`src/rtl/mem_arbiter.sv`:
```
// mem_arbiter: shares the byte-wide RAM port between the instruction-fetch
// requester and the load/store requester. Accesses of 1/2/4 bytes are
// serialised into little-endian byte beats; load data is assembled,
// optionally sign-extended and returned with a one-cycle done pulse.
module mem_arbiter #(
    parameter int ADDR_W = 32,
    parameter int DATA_W = 32
) (
    input  logic              clk,
    input  logic              rst_n,
    input  logic              rdy,
    input  logic              clr,
    input  logic              iIC_en,
    input  logic [ADDR_W-1:0] iIC_addr,
    output logic              oIC_done,
    output logic [DATA_W-1:0] oIC_dt,
    input  logic              iDC_en,
    input  logic              iDC_ls,
    input  logic [2:0]        iDC_len,
    input  logic              iDC_sext,
    input  logic [3:0]        iDC_nick,
    input  logic [ADDR_W-1:0] iDC_addr,
    input  logic [DATA_W-1:0] iDC_dt,
    output logic              oDC_ready,
    output logic              oDC_done,
    output logic [3:0]        oDC_nick,
    output logic [DATA_W-1:0] oDC_dt,
    input  logic [7:0]        mem_din,
    output logic [7:0]        mem_dout,
    output logic [ADDR_W-1:0] mem_a,
    output logic              mem_wr
);

    typedef enum logic [1:0] {
        IDLE,
        IC_RD,
        DC_RD,
        DC_WR
    } state_t;

    localparam logic [ADDR_W-1:0] A_ONE = {{(ADDR_W-1){1'b0}}, 1'b1};

    state_t            state;
    logic [2:0]        cnt;
    logic [2:0]        cur_len;
    logic              cur_sext;
    logic [3:0]        cur_nick;
    logic              last_dc;
    logic              alive;
    logic              mem_wr_q;
    logic [DATA_W-1:0] wr_sh;
    logic [DATA_W-1:0] rd_buf;
    logic [DATA_W-1:0] rd_asm;
    logic [DATA_W-1:0] rd_ext;

    // one-deep pending load/store register
    logic              pend_v;
    logic              p_ls;
    logic [2:0]        p_len;
    logic              p_sext;
    logic [3:0]        p_nick;
    logic [ADDR_W-1:0] p_addr;
    logic [DATA_W-1:0] p_dt;

    logic ic_req;
    logic grant_dc;
    logic grant_ic;
    logic last_beat;

    assign last_beat = (cnt == (cur_len - 3'd1));
    assign oDC_ready = alive && !pend_v && (state != DC_RD) && (state != DC_WR);
    assign mem_wr    = mem_wr_q && rdy;

    // Round-robin grant; a fetch whose done is currently visible is not
    // re-granted because its requester has not yet dropped iIC_en.
    always_comb begin
        ic_req   = iIC_en && !oIC_done;
        grant_dc = pend_v && (!ic_req || !last_dc);
        grant_ic = ic_req && !grant_dc;
    end

    // Merge the byte arriving this cycle into the read buffer, then extend.
    always_comb begin
        rd_asm = rd_buf;
        rd_asm[{cnt[1:0], 3'b000} +: 8] = mem_din;
        case (cur_len)
            3'd1:    rd_ext = {{(DATA_W-8){cur_sext & rd_asm[7]}}, rd_asm[7:0]};
            3'd2:    rd_ext = {{(DATA_W-16){cur_sext & rd_asm[15]}}, rd_asm[15:0]};
            default: rd_ext = rd_asm;
        endcase
    end

    // Sequencer: pending register, arbitration and byte beats.
    always_ff @(posedge clk or negedge rst_n) begin
        if (!rst_n) begin
            state    <= IDLE;
            cnt      <= '0;
            cur_len  <= '0;
            cur_sext <= 1'b0;
            cur_nick <= '0;
            last_dc  <= 1'b0;
            alive    <= 1'b0;
            mem_wr_q <= 1'b0;
            wr_sh    <= '0;
            rd_buf   <= '0;
            pend_v   <= 1'b0;
            p_ls     <= 1'b0;
            p_len    <= '0;
            p_sext   <= 1'b0;
            p_nick   <= '0;
            p_addr   <= '0;
            p_dt     <= '0;
            oIC_done <= 1'b0;
            oIC_dt   <= '0;
            oDC_done <= 1'b0;
            oDC_nick <= '0;
            oDC_dt   <= '0;
            mem_dout <= '0;
            mem_a    <= '0;
        end else begin
            alive    <= 1'b1;
            oIC_done <= 1'b0;
            oDC_done <= 1'b0;
            if (rdy) begin
                // flush drops a waiting load; a waiting store survives
                if (clr && pend_v && !p_ls)
                    pend_v <= 1'b0;

                case (state)
                    IDLE: begin
                        if (!clr) begin
                            if (grant_dc) begin
                                last_dc  <= 1'b1;
                                pend_v   <= 1'b0;
                                mem_a    <= p_addr;
                                cnt      <= '0;
                                cur_len  <= p_len;
                                cur_sext <= p_sext;
                                cur_nick <= p_nick;
                                rd_buf   <= '0;
                                if (p_ls) begin
                                    state    <= DC_WR;
                                    mem_wr_q <= 1'b1;
                                    mem_dout <= p_dt[7:0];
                                    wr_sh    <= p_dt >> 8;
                                end else begin
                                    state <= DC_RD;
                                end
                            end else if (grant_ic) begin
                                last_dc  <= 1'b0;
                                mem_a    <= iIC_addr;
                                cnt      <= '0;
                                cur_len  <= 3'd4;
                                cur_sext <= 1'b0;
                                rd_buf   <= '0;
                                state    <= IC_RD;
                            end
                        end
                    end
                    IC_RD, DC_RD: begin
                        if (clr) begin
                            state <= IDLE;
                            mem_a <= '0;
                            cnt   <= '0;
                        end else if (last_beat) begin
                            state <= IDLE;
                            mem_a <= '0;
                            cnt   <= '0;
                            if (state == IC_RD) begin
                                oIC_done <= 1'b1;
                                oIC_dt   <= rd_asm;
                            end else begin
                                oDC_done <= 1'b1;
                                oDC_nick <= cur_nick;
                                oDC_dt   <= rd_ext;
                            end
                        end else begin
                            rd_buf <= rd_asm;
                            cnt    <= cnt + 3'd1;
                            mem_a  <= mem_a + A_ONE;
                        end
                    end
                    DC_WR: begin
                        if (last_beat) begin
                            state    <= IDLE;
                            mem_wr_q <= 1'b0;
                            mem_a    <= '0;
                            cnt      <= '0;
                            oDC_done <= 1'b1;
                            oDC_nick <= cur_nick;
                            oDC_dt   <= '0;
                        end else begin
                            cnt      <= cnt + 3'd1;
                            mem_a    <= mem_a + A_ONE;
                            mem_dout <= wr_sh[7:0];
                            wr_sh    <= wr_sh >> 8;
                        end
                    end
                    default: state <= IDLE;
                endcase

                // capture last so a legal request is never lost
                if (iDC_en) begin
                    pend_v <= 1'b1;
                    p_ls   <= iDC_ls;
                    p_len  <= iDC_len;
                    p_sext <= iDC_sext;
                    p_nick <= iDC_nick;
                    p_addr <= iDC_addr;
                    p_dt   <= iDC_dt;
                end
            end
        end
    end

endmodule
```
`config.mk`:
```
export PLATFORM = sky130hd
export DESIGN_NAME = mem_arbiter
export DESIGN_NICKNAME = d
export VERILOG_FILES = /design/src/rtl/mem_arbiter.sv
export SDC_FILE = /design/constraint.sdc
export NUM_CORES = 1
export LEC_CHECK = 0
export BUFFER_PORTS_ARGS = -buffer_cell sky130_fd_sc_hd__buf_2
export CAP_MARGIN = 5
export CORE_ASPECT_RATIO = 0.5
export CORE_MARGIN = 8
export CORE_UTILIZATION = 45
export DETAILED_ROUTE_END_ITERATION = 8
export PLACE_DENSITY_LB_ADDON = 0.3
export SLEW_MARGIN = 20
export SYNTH_ARGS = -nofsm -noshare
export SYNTH_HDL_FRONTEND = slang
export SYNTH_SLANG_ARGS = --single-unit
export TNS_END_PERCENT = 5
```
`constraint.sdc`:
```
create_clock -name clk -period 3.4 [get_ports clk]
set_clock_uncertainty 0.1 [all_clocks]
set_input_delay 0.68 -clock clk [delete_from_list [all_inputs] [get_ports clk]]
set_output_delay 0.68 -clock clk [all_outputs]
set_load 0.05 [all_outputs]
```
# Yosys cells after proc, flatten, opt, wreduce, memory -nomap -nowiden
# Cells that the tools add are included.
[op_classes] shift=2 n_mux=73 reduce_logical=31 eq_ne=18 addsub=4 bitwise_logic=3
[op_table] operator="two-way mux 32 bit" count=18
[op_table] operator="one-hot mux 32 bit (2 select lines)" count=4
[op_table] operator="one-hot mux 32 bit (3 select lines)" count=1
[op_table] operator="adder 32 x 1 -> 32 bit, second input constant" count=1
[op_table] operator="bitwise mux 32 bit" count=1
[op_table] operator="two-way mux 8 bit" count=4
[op_table] operator="variable shift 8 x 7 -> 32 bit, first input constant" count=1
[op_table] operator="variable part select 8 x 7 -> 32 bit" count=1
[op_table] operator="AND reduction 6 bit" count=4
[op_table] operator="two-way mux 1 bit" count=23
[op_table] operator="!= test 2 bit, second input constant" count=11
[op_table] operator="two-way mux 3 bit" count=7
[op_table] operator="two-way mux 4 bit" count=4
[op_table] operator="one-hot mux 8 bit (2 select lines)" count=1
[op_table] operator="two-way mux 2 bit" count=5
[op_table] operator="logical AND 1 bit" count=9
[op_table] operator="one-hot mux 3 bit (3 select lines)" count=1
[op_table] operator="one-hot mux 4 bit (2 select lines)" count=1
[op_table] operator="AND reduction 4 bit" count=2
[op_table] operator="nonzero test 2 bit" count=4
[op_table] operator="negator 5 -> 7 bit" count=1
[op_table] operator="zero test 1 bit" count=6
[op_table] operator="one-hot mux 2 bit (3 select lines)" count=1
[op_table] operator="AND reduction 5 bit" count=1
[op_table] operator="other kinds (16)" count=19
[word_totals] reg_bits=264 elab_cells=155 in_bits=119 out_inout_bits=112

# Depth between registers and ports, before layout
# Gate-level depths: netlist (run 1).
[logic_depth] depth_word=11 depth_mapped=10 mapped_depth_nobuf=7

# Least setup slack after synthesis (run 1)
# No wires, ideal clock.
[synth_timing] kind="register to output" startpoint="register state[0]" endpoint="output oDC_ready" path_buffers=2 arrival_ns=2.879 path_slack_ns=-0.259 required_time_ns=2.620 stages_incl_launch_ff=5 path_cell_list="dfrtp_1 > ha_1 > buf_1 > buf_1 > nor4b_1"
[synth_via] elab_chain_cells=3 word_cells_on_any_way=4 cone_classes="eq/ne: 2; reduce/logical: 2"
[synth_lines] item="from (decl)" line="43" text="state_t state;"
[synth_lines] item="from (signal assigned)" line="96" text="state <= IDLE;"
[synth_lines] item="from (signal assigned)" line="142" text="state <= DC_WR;"
[synth_lines] item="from (signal assigned)" line="147" text="state <= DC_RD;"
[synth_lines] item="!= test 2 bit" line="71" text="assign oDC_ready = alive && !pend_v && (state != DC_RD) && (state != DC_WR);"
[synth_lines] item="logical AND 1 bit" line="71"
[synth_lines] item="logical AND 1 bit (*)" line="71"
[synth_lines] item="to (decl)" line="24" text="output logic oDC_ready,"
# Mark *: on every way between the ends. The rest lies on a longest branch, timed or not.

# Worst setup path in the final report (run 1)
[layout_timing] startpoint="register state[1]" endpoint="output oDC_ready"
# Same word-level chain as after synthesis.

==> metrics.md, run 1 <==
| Metric | Value |
|---|---|
| Sequential cell area fraction in the yosys report | 0.5511 |
| Crit Path Class | flop to output pin |
| R2r worst-path depth | 8 |
| Least-Margin Pin Slew | around 0.88 ns |
| Seq cells post-synth | ~260 |
| Slew margin rel. | 0.4138 |
| Clk slew on worst S/H paths | roughly 0.060 ns |
| Avg Cell Area, Syn | between 10 and 15 um2 |
| PD cells | around 860 nW/um2 |
| Post-synth EDFFs | 0 |
| GRT Residual Overflow | 0 |
| CTS Buffer Depth | 3 |
| Yosys top cell area share | 0.5511 |
| Netlist Area Pre-Place | 11620 um2 |
| Iter 0 DRT Violations | 606 |
| Worst Hold Class | input port to async pin |
| CTS tree | yes |
| # clock sinks | between 200 and 300 |
| Commonest non-fill, non-tap cells in the layout | dfrtp_1, buf_2, nand2_1 |
| Root Driver | clkbuf_16 |
| Final hold vios | 0 |
| Seq pwr share | 0.372 |
| Max-slew violation count | 0 |
| Overall global routing resource usage | 0.1978 |
| Synth area leader | dfrtp_1 |
| Row cnt | 41 |
| Wire length per cell | just under 20 um |
| Switching Share | 0.4306 |
| Gate count after technology mapping | between 1k and 1.5k |
| RR Endpoint | oIC_dt[3] |
| Die Y | approximately 130 um |
| Final min period | a little over 3 ns |
| Max IR drop VDD | between 400 and 500 uV |
| Worst R2R Setup Slack | 0.57 ns |
| Worst Setup End Kind | output pin |
| Antenna Nets Post-Route | 0 |
| Clk_lat worst skew | 0.52 ns |
| TritonCTS Buffers | 24 |
| Syn_nets | between 1k and 1.5k |
| Total iterations of the first detailed-routing run | 6 |
| Crit Path Max Fanout | 28 |
| Area of the core | 25290 um2 |
| Cell area after placement | roughly 13000 um2 |
| Placer Congestion | between 0.8 and 0.9 |
| DIE WIDTH | 243.3 um |
| Unrepaired setup endpoints after global routing | no |
| LEAKAGE | 0.006505 uW |
| PostCTS Resize Cnt | 0 |
| Status | finished, final reports clean |
| Antenna violations before repair | 4 |
| Yosys warning total | 0 |
| Post-DP HPWL | around 23000 um |
| H-tree depth | 1 |
| Comb pwr share | 0.402 |
| First-pass GRT wire length | between 50000 and 60000 um |
| Worst Path Required | between 2 and 3 ns |
| R2R Path Start | cur_len[0] |
| DR vias | around 9.1k |
| Layout area overhead | 20.76% |
| Share of cells above drive strength 1 | 0.3073 |
| Port Buffers | 230 |
| Max-cap violations | 0 |
| Fin Setup TNS | 0 ns |
| Initial Utilization | 0.4596 |
| Vias per cell | 5.616 |
| Hold buffers post-CTS | 0 |
| Post-route cell area | ~14000 um2 |
| Clock power frac | 0.226 |
| Post-synth ARST share | 1.000 |
| Most common cell after layout, fill and taps aside | dfrtp_1 |
| Largest net degree at the start of global routing | between 80 and 90 |
| Fmax | approximately 330 MHz |
| Crit path launch | state[1] |
| Ranking of synthesized cells by area | dfrtp_1, mux2_2, nand2_1 |
| Vias in the first global route | approximately 9.1k |
| Setup-failing EPs final | 0 |
| Post-CTS Repair Setup Buffers | 0 |
| Top FF cell, synth | dfrtp_1 |
| Netlist cell types | 64 |
| Final net count | ~1.4k |
| Die Area | around 32000 um2 |
| Remaining DRCs | 0 |
| Num ports | around 230 |
| Final worst-path cycle share | 0.8899 |
| Wirelength, routed | 32090 um |
| Pint | between 6000 and 7000 uW |
| Switch Pwr | approximately 5200 uW |
| Crit path launch type | flop |
| Crit path DAT | approximately 2.3 ns |
-- area by class of cell --
type,instances,area [um2]
clock inverter,10,105.1
timing repair buffer,252,1389
inverter,22,82.58
clock buffer,33,695.7
fill,2187,11250
tap,344,430.4
antenna,2,5.005
sequential,256,6406
multi-input combinational,706,4923
-- worst max-delay path, stage by stage, from the launching register on --
cell     delay (ns)
dfrtp_1        0.41
ha_2           0.31
buf_4          0.33
nor4b_2        0.34
buf_2          0.32
-- cell families after synthesis --
family | Yosys count | synth area share
XOR/XNOR | 4 | 0.004413
adder cells (fa/ha/maj) | 14 | 0.01507
buffers and inverters | 90 | 0.03046
multiplexers | 110 | 0.1039
flip-flops | 256 | 0.5511
AO/OA/AOI/OAI | 286 | 0.1668
AND/OR/NAND/NOR | 291 | 0.1279
other | 1 | 0.0003226
-- synth_stat cells (all sizes together) (4+ instances only) --
library cell	count
nand2	96
nand3	21
o31a	7
o41ai	7
a22oi	27
o2bb2ai	36
nor4	8
or4	7
o21ai	57
a21oi	68
nand4	15
a222oi	4
o22ai	11
dfrtp	256
clkbuf	56
nor2b	26
a22o	24
nand2b	7
nor3	7
o31ai	26
and3	8
and2	20
ha	14
inv	21
mux2	85
and4	5
nor2	57
mux2i	25
buf	12
-- how the worst max path moves through the flow --
stage	slack, ns	to	depth (start not counted)
final	0.37	oDC_ready	4
after global routing	0.20	oDC_ready	4
after CTS	0.30	oDC_ready	4
after detailed placement	0.37	mem_a[4]	8
after global placement	0.50	mem_a[4]	8
after floorplan	0.43	oDC_ready	4
-- power by group through the flow --
stage | sequential [uW] | clock (uW) | combinational (uW)
floorplan | 5820 | 0 | 2150
global placement | 4500 | 0 | 4810
detailed placement | 4560 | 0 | 4910
CTS | 4500 | 2810 | 4910
global route | 4620 | 2940 | 5260
finish | 4510 | 2750 | 4870
-- per-layer routing --
metal  global-route usage  vias up  wire length, um
met5                    0        -               23
met4              0.06386        4              956
met3              0.03985       58             1549
met2               0.3261      272            15600
met1               0.2620     4521            13960
li1                     -     4271                -
-- state kept, by name, summed over array words and instances, names as in the netlist --
signal / cells
state: 2
p_sext: 1
cur_nick: 4
cur_len: 3
p_addr: 32
rd_buf: 32
oDC_nick: 4
p_ls: 1
p_nick: 4
oIC_done: 1
last_dc: 1
p_dt: 32
oDC_dt: 32
cnt: 3
pend_v: 1
cur_sext: 1
p_len: 3
mem_dout: 8
mem_a: 32
wr_sh: 24
alive: 1
oIC_dt: 32
mem_wr_q: 1
oDC_done: 1
-- through the flow --
| stage | utilization | std cells | hold WS, ns | setup slack (ns) | power, uW |
|---|---|---|---|---|---|
| after floorplan | - | 1052 | 0.2844 | 0.4290 | 7964 |
| after global routing | 0.5550 | 1625 | 0.08674 | 0.2041 | 12810 |
| after detailed placement | 0.5229 | 1580 | 0.3602 | 0.3705 | 9462 |
| after CTS | 0.5546 | 1623 | 0.06080 | 0.2973 | 12220 |
| final | 0.5550 | 1625 | 0.03116 | 0.3743 | 12130 |
| after global placement | 0.5229 | 1580 | 0.3510 | 0.4977 | 9318 |
(Power assumes the default switching activity.)
==> run 2: changes to the inputs <==
Settings changed: CORE_ASPECT_RATIO 0.5 to 1.1, CORE_MARGIN 8 to 1.5.
==> metrics.md, run 2 (synthesis gave the netlist of run 1 again) <==
| Metric | Value |
|---|---|
| Crit path launch type | flop (unchanged) |
| Post-CTS Repair Setup Buffers | 0 (unchanged) |
| Clk_lat worst skew | 0.54 ns (was 0.52 ns) |
| Overall global routing resource usage | 0.2170 (was 0.1978) |
| Die Y | 171.6 um (was 129.6 um) |
| GRT Residual Overflow | 0 (unchanged) |
| Num ports | 231 (unchanged) |
| Worst Hold Class | input port to flop (was input port to async pin) |
| DR vias | 9062 (was 9126) |
| Max IR drop VDD | 486.2 uV (was 409.8 uV) |
| Slew margin rel. | 0.3683 (was 0.4138) |
| LEAKAGE | 0.006607 uW (was 0.006505 uW) |
| Gr busiest metal | met2 (unchanged) |
| # clock sinks | 256 (unchanged) |
| Post-DP HPWL | 20250 um (was 22990 um) |
| Max incr delay on CP | 0.50 ns (was 0.41 ns) |
| H-tree depth | 1 (unchanged) |
| Max-slew violation count | 0 (unchanged) |
| Hold buffers post-CTS | 1 (was 0) |
| Crit-path slowest cell | nor3_2 (was dfrtp_1) |
| DIE WIDTH | 156.2 um (was 243.3 um) |
| Wirelength, routed | 28940 um (was 32090 um) |
| Commonest non-fill, non-tap cells in the layout | dfrtp_1, buf_2, nand2_1 (unchanged) |
| Status | finished, final reports clean (unchanged) |
| Max-cap violations | 0 (unchanged) |
| Wire length per cell | 17.66 um (was 19.75 um) |
| Met2 Usage GRT | 0.3608 (was 0.3261) |
| Iter 0 DRT Violations | 530 (was 606) |
| Share of cells above drive strength 1 | 0.3155 (was 0.3073) |
| Crit Path Class | flop to flop (was flop to output pin) |
| Crit Path Max Fanout | 48 (was 28) |
| Unrepaired setup endpoints after global routing | no (unchanged) |
| Cell chain of the critical path | inv_1 -> ha_1 -> xnor2_1 -> nor3_2 -> nand3_2 -> buf_12 -> o31ai_1 (was ha_2 -> buf_4 -> nor4b_2 -> buf_2) |
| Antenna violations before repair | 1 (was 4) |
| Worst Setup End Kind | flop (was output pin) |
| Fmax | 363.9 MHz (was 330.5 MHz) |
| Seq pwr share | 0.363 (was 0.372) |
| Final hold vios | 0 (unchanged) |
| Vias in the first global route | 8897 (was 9086) |
| Fin Setup TNS | 0 ns (unchanged) |
| Pint | 7151 uW (was 6910 uW) |
| TritonCTS Buffers | 27 (was 24) |
| Antenna Cells | 0 (was 2) |
| Die Area | 26800 um2 (was 31540 um2) |
| Root Driver | clkbuf_16 (unchanged) |
| Final worst slack | 0.6520 ns (was 0.3743 ns) |
| CTS Buffer Depth | 3 (unchanged) |
| Buf+Inv Stages, Crit Path | 2 (unchanged) |
| Crit path DAT | 3.08 ns (was 2.25 ns) |
| Switching Share | 0.4204 (was 0.4306) |
| Clk slew on worst S/H paths | 0.06 ns (about the same) |
| Area of the core | 25340 um2 (was 25290 um2) |
| Remaining DRCs | 0 (unchanged) |
| Crit-path leading delay family | simple AND/OR/NAND/NOR gates (was buffers and inverters) |
| Met3 GRT Util | 0.04182 (was 0.03985) |
| PostCTS Resize Cnt | 0 (unchanged) |
| PD cells | 867.3 nW/um2 (was 864.5 nW/um2) |
| Vias per cell | 5.529 (was 5.616) |
| Port Buffers | 230 (unchanged) |
| Total iterations of the first detailed-routing run | 5 (was 6) |
| Initial Utilization | 0.4587 (was 0.4596) |
| Setup-failing EPs final | 0 (unchanged) |
| Most common cell after layout, fill and taps aside | dfrtp_1 (unchanged) |
| Final min period | 2.748 ns (was 3.026 ns) |
| Largest net degree at the start of global routing | 74 (was 87) |
| Switch Pwr | 5188 uW (was 5225 uW) |
| Placer Congestion | 0.7959 (was 0.8209) |
| Clock power frac | 0.246 (was 0.226) |
| Layout area overhead | 22.39% (was 20.76%) |
| Final worst-path cycle share | 0.8082 (was 0.8899) |
| Row cnt | 61 (was 41) |
| Fill cells | 2221 (was 2187) |
| First-pass GRT wire length | 46550 um (was 50930 um) |
| Least-Margin Pin Slew | 0.9439 ns (was 0.8760 ns) |
| Final net count | 1405 (was 1395) |
| GR Util met1 | 0.2871 (was 0.2620) |
| Worst Path Required | 3.74 ns (was 2.62 ns) |
| DP Worst Slack | 0.6580 ns (was 0.3705 ns) |
| Comb pwr share | 0.391 (was 0.402) |
| CTS tree | yes (unchanged) |
| Antenna Nets Post-Route | 0 (unchanged) |
==> run 2: cell types whose count changed in the layout (fill, tap and decap cells not counted), moves of 2 or more <==
cell	delta
buf_4	+5
clkbuf_1	-2
clkbuf_16	+2
clkbuf_8	+2
diode_2	-2
inv_6	+2
==> run 2: metal layers <==
metal,up-vias,wire [um]
met5,-,7
met4,2,663
met3,50,1762
met2,287,13830
met1,4438,12670
li1,4285,-
==> run 2: worst paths after layout <==
path | from | slack, ns | depth (start not counted) | end
max in group asynchronous | rst_n | 1.86 | 3 | p_addr[5]
min reg2reg | p_nick[3] | 0.37 | 2 | cur_nick[3]
min | iDC_dt[24] | 0.27 | 2 | p_dt[24]
max reg2reg | cur_len[0] | 0.65 | 7 | oDC_dt[22]
max | cur_len[0] | 0.65 | 7 | oDC_dt[22]
min in group asynchronous | rst_n | 0.58 | 2 | oIC_dt[6]
==> run 2: metrics by stage <==
| step | instance area (um2) | std cells | hold WS, ns | power [uW] | util |
|---|---|---|---|---|---|
| finish | 14230 | 1639 | 0.2701 | 12340 | 0.5614 |
| global route | 14230 | 1639 | 0.2509 | 13060 | 0.5614 |
| CTS | 14230 | 1639 | 0.2486 | 12450 | 0.5614 |
| detailed placement | 13290 | 1588 | 0.3525 | 9367 | 0.5243 |
| global placement | 13290 | 1588 | 0.3414 | 9260 | 0.5243 |
| floorplan | 11630 | 1052 | 0.2844 | 7964 | - |
==> run 2: cell type report <==
type	instances	area (um2)	share of cell area
Inverter	22	82.58	0.005805
Timing Repair Buffer	259	1456	0.1024
Sequential cell	256	6406	0.4503
Clock buffer	35	765.7	0.05383
Clock inverter	15	165.2	0.01161
Tap cell	346	432.9	0.03043
Multi-Input combinational cell	706	4917	0.3456
==> run 2: power groups by stage <==
stage,clock (uW),sequential (uW),combinational (uW)
finish,3040,4480,4820
floorplan,0,5820,2150
global route,3230,4610,5220
detailed placement,0,4530,4830
global placement,0,4500,4760
CTS,3110,4480,4860
